File: src/rtl/spectral_hop_scheduler_if.sv
// spectral_hop_scheduler_if: config, control and shifter-drive signals of the hop scheduler.
// o_hop_count exists only when HOP_COUNT_EN is defined.
interface spectral_hop_scheduler_if #(
    parameter int AW      = 3,
    parameter int DWELL_W = 16
);
    logic               i_cfg_we;
    logic [AW-1:0]      i_cfg_addr;
    logic [31:0]        i_cfg_freq;
    logic [DWELL_W-1:0] i_cfg_dwell;
    logic [AW:0]        i_num_hops;
    logic               i_loop;
    logic               i_start;
    logic               i_stop;
    logic               i_valid;
    logic [31:0]        o_frequency;
    logic               o_switch;
    logic [AW-1:0]      o_hop_idx;
    logic               o_hop_strobe;
    logic               o_busy;
    logic               o_done;
`ifdef HOP_COUNT_EN
    logic [15:0]        o_hop_count;
`endif

    modport master (
        output i_cfg_we, i_cfg_addr, i_cfg_freq, i_cfg_dwell,
        output i_num_hops, i_loop, i_start, i_stop, i_valid,
`ifdef HOP_COUNT_EN
        input  o_hop_count,
`endif
        input  o_frequency, o_switch, o_hop_idx,
        input  o_hop_strobe, o_busy, o_done
    );

    modport slave (
        input  i_cfg_we, i_cfg_addr, i_cfg_freq, i_cfg_dwell,
        input  i_num_hops, i_loop, i_start, i_stop, i_valid,
`ifdef HOP_COUNT_EN
        output o_hop_count,
`endif
        output o_frequency, o_switch, o_hop_idx,
        output o_hop_strobe, o_busy, o_done
    );
endinterface

File: src/rtl/spectral_hop_scheduler.sv
// spectral_hop_scheduler: steps an NCO phase-increment table with per-entry dwell and settle.
// Define HOP_COUNT_EN to add o_hop_count (completed dwells, saturating).
module spectral_hop_scheduler #(
    parameter int DEPTH   = 8,
    parameter int DWELL_W = 16,
    parameter int SETTLE  = 4
) (
    input logic i_clk,
    input logic i_rst,
    spectral_hop_scheduler_if.slave bus
);
    localparam int AW = $clog2(DEPTH);
    localparam logic [DWELL_W-1:0] SETTLE_M1 =
        (SETTLE > 0) ? DWELL_W'(SETTLE - 1) : '0;
    localparam logic [AW:0] DEPTH_N = (AW+1)'(DEPTH);

    typedef enum logic [1:0] {S_IDLE, S_SETTLE, S_DWELL} state_t;
    localparam state_t S_FIRST = (SETTLE == 0) ? S_DWELL : S_SETTLE;

    state_t r_state, w_state_nxt;

    logic [31:0]        r_freq_tbl  [DEPTH];
    logic [DWELL_W-1:0] r_dwell_tbl [DEPTH];

    logic [31:0]        r_freq;
    logic [DWELL_W-1:0] r_dwell;
    logic [DWELL_W-1:0] r_cnt;
    logic [AW-1:0]      r_idx;
    logic [AW:0]        r_num;
    logic               r_loop;
    logic               r_strobe;
    logic               r_done;

    logic               w_start;
    logic               w_load;
    logic [AW-1:0]      w_load_idx;
    logic               w_done;
    logic               w_cnt_clr;
    logic               w_cnt_inc;
    logic               w_dwell_end;
    logic               w_more;
    logic [AW:0]        w_num_clip;
    logic [DWELL_W-1:0] w_dwell_m1;

    assign w_num_clip = (bus.i_num_hops > DEPTH_N) ? DEPTH_N : bus.i_num_hops;
    // A zero dwell is served as a single-sample dwell.
    assign w_dwell_m1 = (r_dwell == '0) ? '0 : r_dwell - DWELL_W'(1);
    assign w_more     = {1'b0, r_idx} < (r_num - (AW+1)'(1));

    always_ff @(posedge i_clk) begin
        if (bus.i_cfg_we) begin
            r_freq_tbl[bus.i_cfg_addr]  <= bus.i_cfg_freq;
            r_dwell_tbl[bus.i_cfg_addr] <= bus.i_cfg_dwell;
        end
    end

    always_ff @(posedge i_clk or posedge i_rst) begin
        if (i_rst) r_state <= S_IDLE;
        else       r_state <= w_state_nxt;
    end

    always_comb begin
        w_state_nxt = r_state;
        w_start     = 1'b0;
        w_load      = 1'b0;
        w_load_idx  = '0;
        w_done      = 1'b0;
        w_cnt_clr   = 1'b0;
        w_cnt_inc   = 1'b0;
        w_dwell_end = 1'b0;
        if (bus.i_stop) begin
            w_state_nxt = S_IDLE;
        end else begin
            unique case (r_state)
                S_IDLE: begin
                    if (bus.i_start && (w_num_clip != '0)) begin
                        w_start     = 1'b1;
                        w_load      = 1'b1;
                        w_state_nxt = S_FIRST;
                    end
                end
                S_SETTLE: begin
                    if (bus.i_valid) begin
                        if (r_cnt == SETTLE_M1) begin
                            w_cnt_clr   = 1'b1;
                            w_state_nxt = S_DWELL;
                        end else begin
                            w_cnt_inc = 1'b1;
                        end
                    end
                end
                S_DWELL: begin
                    if (bus.i_valid) begin
                        if (r_cnt == w_dwell_m1) begin
                            w_dwell_end = 1'b1;
                            if (w_more || r_loop) begin
                                w_load      = 1'b1;
                                w_load_idx  = w_more ? r_idx + AW'(1) : '0;
                                w_state_nxt = S_FIRST;
                            end else begin
                                w_done      = 1'b1;
                                w_state_nxt = S_IDLE;
                            end
                        end else begin
                            w_cnt_inc = 1'b1;
                        end
                    end
                end
                default: w_state_nxt = S_IDLE;
            endcase
        end
    end

    always_ff @(posedge i_clk or posedge i_rst) begin
        if (i_rst) begin
            r_freq   <= '0;
            r_dwell  <= '0;
            r_cnt    <= '0;
            r_idx    <= '0;
            r_num    <= '0;
            r_loop   <= 1'b0;
            r_strobe <= 1'b0;
            r_done   <= 1'b0;
        end else begin
            r_strobe <= w_load;
            r_done   <= w_done;
            if (w_start) begin
                r_num  <= w_num_clip;
                r_loop <= bus.i_loop;
            end
            // The table is read only here, so late rewrites land at the next load.
            if (w_load) begin
                r_idx   <= w_load_idx;
                r_freq  <= r_freq_tbl[w_load_idx];
                r_dwell <= r_dwell_tbl[w_load_idx];
            end
            if (w_load || w_cnt_clr) r_cnt <= '0;
            else if (w_cnt_inc)      r_cnt <= r_cnt + DWELL_W'(1);
        end
    end

`ifdef HOP_COUNT_EN
    logic [15:0] r_hop_cnt;

    always_ff @(posedge i_clk or posedge i_rst) begin
        if (i_rst)                                    r_hop_cnt <= '0;
        else if (w_start)                             r_hop_cnt <= '0;
        else if (w_dwell_end && r_hop_cnt != 16'hFFFF) r_hop_cnt <= r_hop_cnt + 16'd1;
    end

    assign bus.o_hop_count = r_hop_cnt;
`endif

    assign bus.o_frequency  = r_freq;
    assign bus.o_switch     = (r_state == S_DWELL);
    assign bus.o_hop_idx    = r_idx;
    assign bus.o_hop_strobe = r_strobe;
    assign bus.o_busy       = (r_state != S_IDLE);
    assign bus.o_done       = r_done;
endmodule

File: src/flat_wrapper.sv
// flat-port wrapper written by rule: the top's interface ports become plain ports
module spectral_hop_scheduler_flat 
#(
    parameter int DEPTH   = 8,
    parameter int DWELL_W = 16,
    parameter int SETTLE  = 4
)
  (i_clk, i_rst, bus_i_cfg_we, bus_i_cfg_addr, bus_i_cfg_freq, bus_i_cfg_dwell, bus_i_num_hops, bus_i_loop, bus_i_start, bus_i_stop, bus_i_valid, bus_o_frequency, bus_o_switch, bus_o_hop_idx, bus_o_hop_strobe, bus_o_busy, bus_o_done);
  spectral_hop_scheduler_if #(.AW(3), .DWELL_W(DWELL_W)) bus_i ();
  input logic i_clk;
  input logic i_rst;
  input wire logic [$bits(bus_i.i_cfg_we)-1:0] bus_i_cfg_we;
  input wire logic [$bits(bus_i.i_cfg_addr)-1:0] bus_i_cfg_addr;
  input wire logic [$bits(bus_i.i_cfg_freq)-1:0] bus_i_cfg_freq;
  input wire logic [$bits(bus_i.i_cfg_dwell)-1:0] bus_i_cfg_dwell;
  input wire logic [$bits(bus_i.i_num_hops)-1:0] bus_i_num_hops;
  input wire logic [$bits(bus_i.i_loop)-1:0] bus_i_loop;
  input wire logic [$bits(bus_i.i_start)-1:0] bus_i_start;
  input wire logic [$bits(bus_i.i_stop)-1:0] bus_i_stop;
  input wire logic [$bits(bus_i.i_valid)-1:0] bus_i_valid;
  output wire logic [$bits(bus_i.o_frequency)-1:0] bus_o_frequency;
  output wire logic [$bits(bus_i.o_switch)-1:0] bus_o_switch;
  output wire logic [$bits(bus_i.o_hop_idx)-1:0] bus_o_hop_idx;
  output wire logic [$bits(bus_i.o_hop_strobe)-1:0] bus_o_hop_strobe;
  output wire logic [$bits(bus_i.o_busy)-1:0] bus_o_busy;
  output wire logic [$bits(bus_i.o_done)-1:0] bus_o_done;
  assign bus_i.i_cfg_we = bus_i_cfg_we;
  assign bus_i.i_cfg_addr = bus_i_cfg_addr;
  assign bus_i.i_cfg_freq = bus_i_cfg_freq;
  assign bus_i.i_cfg_dwell = bus_i_cfg_dwell;
  assign bus_i.i_num_hops = bus_i_num_hops;
  assign bus_i.i_loop = bus_i_loop;
  assign bus_i.i_start = bus_i_start;
  assign bus_i.i_stop = bus_i_stop;
  assign bus_i.i_valid = bus_i_valid;
  assign bus_o_frequency = bus_i.o_frequency;
  assign bus_o_switch = bus_i.o_switch;
  assign bus_o_hop_idx = bus_i.o_hop_idx;
  assign bus_o_hop_strobe = bus_i.o_hop_strobe;
  assign bus_o_busy = bus_i.o_busy;
  assign bus_o_done = bus_i.o_done;
  spectral_hop_scheduler #(.DEPTH(DEPTH), .DWELL_W(DWELL_W), .SETTLE(SETTLE)) u_core (.i_clk(i_clk), .i_rst(i_rst), .bus(bus_i));
endmodule
File: config.mk
export PLATFORM = sky130hd
export DESIGN_NAME = spectral_hop_scheduler_flat
export DESIGN_NICKNAME = d
export VERILOG_FILES = /design/src/rtl/spectral_hop_scheduler_if.sv /design/src/rtl/spectral_hop_scheduler.sv /design/src/flat_wrapper.sv
export SDC_FILE = /design/constraint.sdc
export NUM_CORES = 1
export LEC_CHECK = 0
export BUFFER_PORTS_ARGS = -buffer_cell sky130_fd_sc_hd__buf_2
export CELL_PAD_IN_SITES_DETAIL_PLACEMENT = 1
export CELL_PAD_IN_SITES_GLOBAL_PLACEMENT = 1
export CORE_UTILIZATION = 56
export CTS_BUF_LIST = sky130_fd_sc_hd__clkbuf_4
export DETAILED_ROUTE_END_ITERATION = 12
export HOLD_SLACK_MARGIN = 0.02
export PLACE_DENSITY = 0.87
export SYNTH_ARGS = -nofsm -noshare
export SYNTH_HDL_FRONTEND = slang
export SYNTH_SLANG_ARGS = --single-unit
export TNS_END_PERCENT = 30
File: constraint.sdc
create_clock -name i_clk -period 8 [get_ports i_clk]
set_clock_uncertainty 0.15 [all_clocks]
set_input_delay 0.8 -clock i_clk [delete_from_list [all_inputs] [get_ports i_clk]]
set_output_delay 0.8 -clock i_clk [all_outputs]
set_load 0.02 [all_outputs]
==> out/summary.log, run 1 <==
[status] outcome complete, no violations
[synthesis] cell type with the highest aggregate area in the netlist edfxtp_1
[worst_setup_path] worst path arrival time 5.60 ns
[synthesis] Synthesis Warnings 0
[clock_tree] CTS Root Cell clkbuf_4
[synthesis] top cells by instance count after synthesis edfxtp_1 (384), mux2i_1 (102), dfrtp_1 (76), a22oi_1 (48), clkbuf_1 (44)
[worst_setup_path] path depth of the worst reg2reg path 10
[route] First DRT Iteration DRCs 1195
[power] net switching component of the power 1.879 mW
[synthesis] sequential area share after synthesis 0.7064
[synthesis] Mapped Nets 1230
[worst_setup_path] Worst Setup End Kind flip-flop
[worst_setup_path] endpoint of the most critical register-to-register path u_core.bus.o_frequency[6]
[worst_hold_path] class of the tightest hold or removal check input port to flip-flop
[power] Switching Fraction 0.3077
[cells_and_area] number of fillers in the final layout 3048
[global_routing] maximum number of pins on one net before global-route repair 76
[floorplanning] chip height 186.3 um
[timing] pins over their slew limit 0
[timing] time the final worst path needs with I/O delays and setup 5.108 ns
[synthesis] Synth top area share 0.6064
[synthesis] adder-cell area share of the yosys netlist 0.007237
[floorplanning] Die Area 34700 um^2
[floorplanning] IO Pins 101
[timing] # setup viols final 0
[synthesis] Netlist Area Pre-Place 19020 um^2
[global_routing] total routing usage reported by global routing 0.3028
[synthesis] number of flops mapped to enable cells by yosys 384
[clock_tree] maximum root-to-sink buffer count 3
[synthesis] post-synthesis area per instance 16.44 um^2
[route] mean number of vias per cell 6.300
[placement] number of I/O port buffers 100
[floorplanning] floorplan core area 33450 um^2
[power] cell area power density 285.1 nW/um^2
[global_routing] wire length of the first global-routing pass 76120 um
[route] remaining antenna violation count after routing 0
[power] Internal Dissipation 4.229 mW
[timing] worst path setup slack after routing 2.892 ns
[clock_tree] latest clock arrival within the worst-skew pair 0.80 ns
[route] remaining design rule violation count 0
[synthesis] instance count of the mapped netlist 1157
[worst_setup_path] worst-case register-to-register setup slack 2.89 ns
[placement] placement-stage worst setup slack 3.074 ns
[route] WL final 51170 um
[timing] fmax 0.1958 GHz
[synthesis] count of state elements after synthesis 460
[global_routing] antenna violations before repair 4
[cells_and_area] end-of-flow core utilization 0.6404
[clock_tree] number of CTS-inserted buffers 113
[clock_tree] CTS sink cnt 460
[synthesis] library cells used by synthesis 71
[global_routing] number of global-route vias before repair 12704
[clock_tree] buffers inserted during post-CTS setup optimization 0
[power] power share of the clock group 0.326
[synthesis] area share of and/or/nand/nor cells after synthesis 0.06533
[clock_tree] TritonCTS clock tree yes
[route] drt wl/cell 27.41 um
[clock_tree] clock transition time at the flip-flop clock pins of the worst setup and hold paths 0.08 ns
[timing] total count of hold-check failures in the final report 0
[floorplanning] overall die width 186.3 um
[synthesis] dominant combinational cell family by area after synthesis multiplexers
[clock_tree] post-cts gate resize count 0
[power] leakage power 7.297 nW
[worst_setup_path] beginning of the worst register-to-register path u_core.r_dwell[15]
[synthesis] most frequently used flop master after synthesis edfxtp_1
[timing] Least-Margin Pin Slew 1.196 ns
[placement] global placement routability congestion 0.9122
[synthesis] cell types with the largest area share after synthesis edfxtp_1 (61%), dfrtp_1 (10%), mux2i_1 (5.4%)
[cells_and_area] final cell area excluding filler cells 21420 um^2
[synthesis] asr flop ratio synth 0.1652
[cells_and_area] share of post-route cells with drive strength above 1 0.2957
[clock_tree] count of hold buffers inserted by post-cts repair 1
[power] power share of the sequential group 0.497
[worst_setup_path] CP required 8.49 ns
[worst_hold_path] worst hold path depth 1
[timing] post-route setup TNS 0 ns
[timing] setup repair after global routing missed its margin no
[route] first-pass detailed-route iteration total 5
[floorplanning] row count 67
[placement] placed standard-cell area 19920 um^2
[power] power after layout 6.108 mW
[timing] fin crit share 0.6385
[placement] dpl hpwl 29260 um
[worst_hold_path] hold wc startpoint bus_i_cfg_freq[23]
[worst_setup_path] CP startpoint kind flip-flop
[synthesis] Compound-Gate Fraction of Synth Area 0.09139
[synthesis] parity-gate share of the synthesized area counting xor and xnor cells 0.01461
[timing] slew margin rel. 0.1973
[route] via count 11763
[run] number of max-cap violations 0
[power] Combinational Power Share 0.177
[floorplanning] initial cell density of the core 0.5685
[synthesis] library cell with the highest instance count after synthesis edfxtp_1
[worst_setup_path] maximum fanout along the worst path 21
[worst_setup_path] type of the worst setup path flip-flop to flip-flop
[global_routing] Congestion Overflow GR 0
[power] worst vdd ir 181.5 uV
[worst_hold_path] hold worst-path end u_core.r_freq_tbl[7][23]
[cells_and_area] # nets final 1393
[cells_and_area] area grow syn2layout 12.65%
[synthesis] mux share of post-synthesis cell area 0.09218
[clock_tree] Max H-tree Level 3
-- kinds of logic (layout without fill, tap and decap cells) --
family / after synthesis / count (layout)
multiplexers: 153 / 153
other: 0 / 2
AO/OA/AOI/OAI: 219 / 219
buffers and inverters: 84 / 344
flip-flops: 460 / 460
AND/OR/NAND/NOR: 200 / 200
adder cells (fa/ha/maj): 11 / 11
XOR/XNOR: 30 / 30
-- worst max path at each step --
stage / from / to / slack, ns
floorplan: bus_i_cfg_addr[1] / u_core.r_dwell_tbl[0][0] / 3.08
global placement: u_core.r_dwell[4] / u_core.bus.o_frequency[6] / 3.36
detailed placement: u_core.r_dwell[4] / u_core.bus.o_frequency[6] / 3.07
CTS: u_core.r_dwell[4] / u_core.r_dwell[7] / 3.01
global route: u_core.r_dwell[4] / u_core.bus.o_frequency[6] / 2.69
finish: u_core.r_dwell[15] / u_core.bus.o_frequency[6] / 2.89
-- area by class of cell --
class | count | area, um^2 | area share
inverters | 14 | 53.80 | 0.002512
repair buffers | 118 | 638.1 | 0.02979
well taps | 448 | 560.5 | 0.02617
diodes | 2 | 5.005 | 0.0002336
clock inverters | 32 | 137.6 | 0.006425
flip-flops and latches | 460 | 13440 | 0.6272
multi-input cells | 613 | 5239 | 0.2446
clock buffers | 180 | 1351 | 0.06308
-- power groups by stage --
stage / Clock (mW) / Sequential [mW] / Combinational [mW]
6_report: 1.99 / 3.03 / 1.08
5_1_grt: 2.14 / 3.05 / 1.16
4_1_cts: 2.03 / 3.02 / 1.07
3_5_place_dp: 0 / 3.06 / 1.06
3_3_place_gp: 0 / 3.04 / 0.997
2_1_floorplan: 0 / 3.06 / 0.673
-- critical path: stages (launching register included) --
cell and delay, ns:
dfrtp_1 0.53, nor4_2 0.91, nand4_1 0.33, a211oi_1 0.41
o22ai_1 0.21, nor4_1 0.33, and4_1 0.39, nand3_1 0.71
buf_4 0.52, o211ai_1 0.29, o211ai_1 0.16
-- routing by layer --
layer | vias to the layer above | part of all wire | wire (um) | global-route usage
met5 | - | 0.00066 | 34 | 0
met4 | 6 | 0.028 | 1417 | 0.1315
met3 | 131 | 0.071 | 3634 | 0.07165
met2 | 560 | 0.50 | 25650 | 0.5019
met1 | 6041 | 0.40 | 20440 | 0.3825
li1 | 5025 | - | - | -
-- state kept, by name, summed over array words and instances, names as in the netlist --
signal,cells
u_core.bus.o_hop_strobe,1
u_core.r_dwell,16
u_core.r_freq_tbl,256
u_core.r_state,2
u_core.bus.o_done,1
u_core.r_dwell_tbl,128
u_core.bus.o_hop_idx,3
u_core.r_num,4
u_core.r_loop,1
u_core.r_cnt,16
u_core.bus.o_frequency,32
-- cell usage in the layout (no fill, tap or decap), drive strengths merged, types with 3 or more instances in the layout --
cell / instances
inv: 17
dfrtp: 76
xnor2: 11
nor3: 14
edfxtp: 384
clkbuf: 180
o21a: 5
nor2: 39
a21oi: 40
mux2: 37
and3: 7
a22oi: 48
o21ai: 13
nand4: 21
clkinv: 28
xor2: 18
or4: 5
mux4: 14
or3b: 3
a211oi: 4
o221ai: 15
or3: 3
nand2: 24
ha: 11
nor4: 18
mux2i: 102
o211ai: 72
or2: 4
buf: 117
nand3: 6
nand2b: 8
a21boi: 3
nor3b: 36
-- metrics by stage --
step,hold WS [ns],std cells
2_1_floorplan,0.3228,1157
3_3_place_gp,0.3600,1652
3_5_place_dp,0.3661,1652
4_1_cts,0.04091,1865
5_1_grt,0.05824,1866
6_report,0.1131,1867
No activity file was read; power rests on OpenSTA's default activity.
==> run 2: changes to the inputs <==
Settings changed: CORE_UTILIZATION 56 to 54, PLACE_DENSITY 0.87 to 0.85.
Clock period 8 ns to 5.35 ns, I/O delays scaled along.
==> run 2 against run 1 <==
  * Non-clock buffer count is 63 higher
  * Count of clock-buffer cells in the layout down 2
  * Clock power is 60% higher
  * Worst setup slack got worse by 2.2 ns
==> out/summary.log, run 2 (synthesis results as in run 1) <==
[worst_setup_path] Worst path max stage delay 0.54 ns
[worst_setup_path] worst path arrival time 5.20 ns
[timing] pins over their slew limit 0
[worst_setup_path] Critical path buffers and inverters 2
[placement] Inst Count DP 1664
[worst_setup_path] maximum fanout along the worst path 16
[cells_and_area] share of post-route cells with drive strength above 1 0.2880
[floorplanning] initial cell density of the core 0.5492
[global_routing] total routing usage reported by global routing 0.3194
[timing] # setup viols final 0
[route] M1 wire length 22230 um
[global_routing] wire length of the first global-routing pass 83600 um
[timing] fmax 0.2146 GHz
[placement] dpl hpwl 28780 um
[floorplanning] floorplan core area 34630 um^2
[placement] global placement routability congestion 0.8964
[worst_setup_path] CP required 5.89 ns
[floorplanning] chip height 189.7 um
[global_routing] antenna violations before repair 3
[power] worst vdd ir 273.2 uV
[power] leakage power 7.584 nW
[cells_and_area] # nets final 1456
[timing] total count of hold-check failures in the final report 0
[floorplanning] overall die width 189.7 um
[route] via count 12234
[cells_and_area] flip-flop count of the largest register after layout 256
[floorplanning] row count 68
[global_routing] Congestion Overflow GR 0
[clock_tree] clock transition time at the flip-flop clock pins of the worst setup and hold paths 0.08 ns
[clock_tree] number of CTS-inserted buffers 113
[route] Highest Signal Layer met4
[cells_and_area] most common library cell in the layout ignoring fill and taps edfxtp_1
[worst_setup_path] crit-path leading delay family simple AND/OR/NAND/NOR gates
[route] total met3 wirelength after detailed routing 3981 um
[clock_tree] CTS Root Cell clkbuf_4
[global_routing] maximum number of pins on one net before global-route repair 99
[clock_tree] latest clock arrival within the worst-skew pair 0.87 ns
[floorplanning] IO Pins 101
[timing] fin crit share 0.8711
[run] number of max-cap violations 0
[route] Met2 Wirelength 27970 um
[worst_setup_path] type of the worst setup path flip-flop to flip-flop
[status] outcome complete, no violations
[cells_and_area] register containing the most flip-flops in the final layout u_core.r_freq_tbl
[route] first-pass detailed-route iteration total 5
[clock_tree] Max H-tree Level 3
[cells_and_area] final cell count without fillers 1937
[worst_setup_path] CP startpoint kind flip-flop
[cells_and_area] sequential cell area 13440 um^2
[cells_and_area] area occupied by multi-input gates 5239 um^2
[placement] number of I/O port buffers 100
[timing] time the final worst path needs with I/O delays and setup 4.660 ns
[worst_setup_path] path depth of the worst reg2reg path 11
[cells_and_area] area grow syn2layout 16.30%
[worst_setup_path] Critical Path Slowest Stage Cell or3b_1
[timing] slew margin rel. 0.1750
[route] drt wl/cell 28.83 um
[worst_setup_path] cell-by-cell listing of the critical path inv_1 -> ha_1 -> or3b_1 -> nor4_1 -> o221ai_1 -> nor4_2 -> and4_1 -> and3_2 -> buf_4 -> mux2i_1 -> o211ai_2
[route] First DRT Iteration DRCs 1094
[power] cell area power density 424.9 nW/um^2
[worst_setup_path] number of cells on the critical path 11
[worst_setup_path] Worst Setup End Kind flip-flop
[route] remaining antenna violation count after routing 0
[timing] setup repair after global routing missed its margin no
[cells_and_area] number of fillers in the final layout 3104
[route] remaining design rule violation count 0
[floorplanning] Die Area 35970 um^2
[route] WL final 55840 um
[worst_hold_path] class of the tightest hold or removal check input port to asynchronous set/reset pin
[cells_and_area] leading cell types in the layout, fill and taps excluded edfxtp_1 (384), clkbuf_4 (178), mux2i_1 (102), buf_2 (100), dfrtp_1 (75)
[clock_tree] CTS sink cnt 460
[global_routing] number of global-route vias before repair 13467
[clock_tree] maximum root-to-sink buffer count 3
[timing] post-route setup TNS 0 ns
[route] mean number of vias per cell 6.316
[clock_tree] post-cts gate resize count 0
[clock_tree] TritonCTS clock tree yes
[timing] Least-Margin Pin Slew 1.235 ns
==> run 2: cell types whose count changed in the layout (fill, tap and decap cells not counted), moves of 2 or more <==
cell,previous run,this run
clkinv_1,26,23
buf_4,17,21
clkinv_2,2,4
clkinv_4,0,2
bufinv_16,0,2
dlygate4sd3_1,1,59
clkbuf_4,180,178
==> run 2: final timing paths <==
| kind | slack [ns] | to | start |
|---|---|---|---|
| worst max register to register | 0.69 | u_core.r_dwell[13] | u_core.r_dwell[1] |
| min in group i_clk | 0.19 | u_core.r_dwell_tbl[1][12] | bus_i_cfg_addr[0] |
| worst min-delay path | 0.16 | u_core.bus.o_frequency[17] | i_rst |
| max in group asynchronous | 3.57 | u_core.bus.o_hop_idx[0] | i_rst |
| worst max-delay path | 0.69 | u_core.r_dwell[13] | u_core.r_dwell[1] |
| worst min register to register | 0.38 | u_core.bus.o_frequency[2] | u_core.r_freq_tbl[5][2] |
==> run 2: worst reg2reg max path: stages, from the launching register on <==
cell and delay, ns:
dfrtp_1 0.47, inv_1 0.11, ha_1 0.21, or3b_1 0.54, nor4_1 0.53, o221ai_1 0.25, nor4_2 0.43, and4_1 0.40
and3_2 0.53, buf_4 0.42, mux2i_1 0.33, o211ai_2 0.12
==> run 2: routing by layer <==
metal,vias up,GRT usage
li1,5136,-
met3,129,0.07120
met5,-,0
met1,6325,0.4070
met4,0,0.1408
met2,644,0.5263
==> run 2: final cells by class <==
cell class	instances	share of cell area
Multi-Input combinational cell	613	0.2369
Sequential cell	460	0.6075
Clock inverter	33	0.009334
Clock buffer	178	0.06042
Antenna cell	3	0.0003394
Timing Repair Buffer	181	0.05736
Inverter	14	0.002433
Tap cell	455	0.02574
==> run 2: repair_timing <==
action,4_1_cts,5_1_grt
hold buffers,59,0
setup buffers,0,0
endpoints found under the hold margin,415,0
==> run 2: through the flow <==
stage / power (mW) / instance area (um^2) / hold slack [ns] / setup WS, ns / util
3_3_place_gp: 6.058 / 19980 / 0.3600 / 0.9638 / 0.5769
5_1_grt: 9.722 / 22120 / 0.1440 / 0.4210 / 0.6387
6_report: 9.399 / 22120 / 0.1596 / 0.6895 / 0.6387
3_5_place_dp: 6.155 / 19980 / 0.3658 / 0.7949 / 0.5769
2_1_floorplan: 5.582 / 19020 / 0.3228 / 0.6944 / -
4_1_cts: 9.304 / 22110 / 0.1248 / 0.7389 / 0.6385
==> run 2: power breakdown <==
group / leakage [nW] / internal [mW] / switching (mW)
logic: 2.21 / 0.635 / 1.03
registers: 4.46 / 4.19 / 0.344
clock network: 0.915 / 1.61 / 1.58
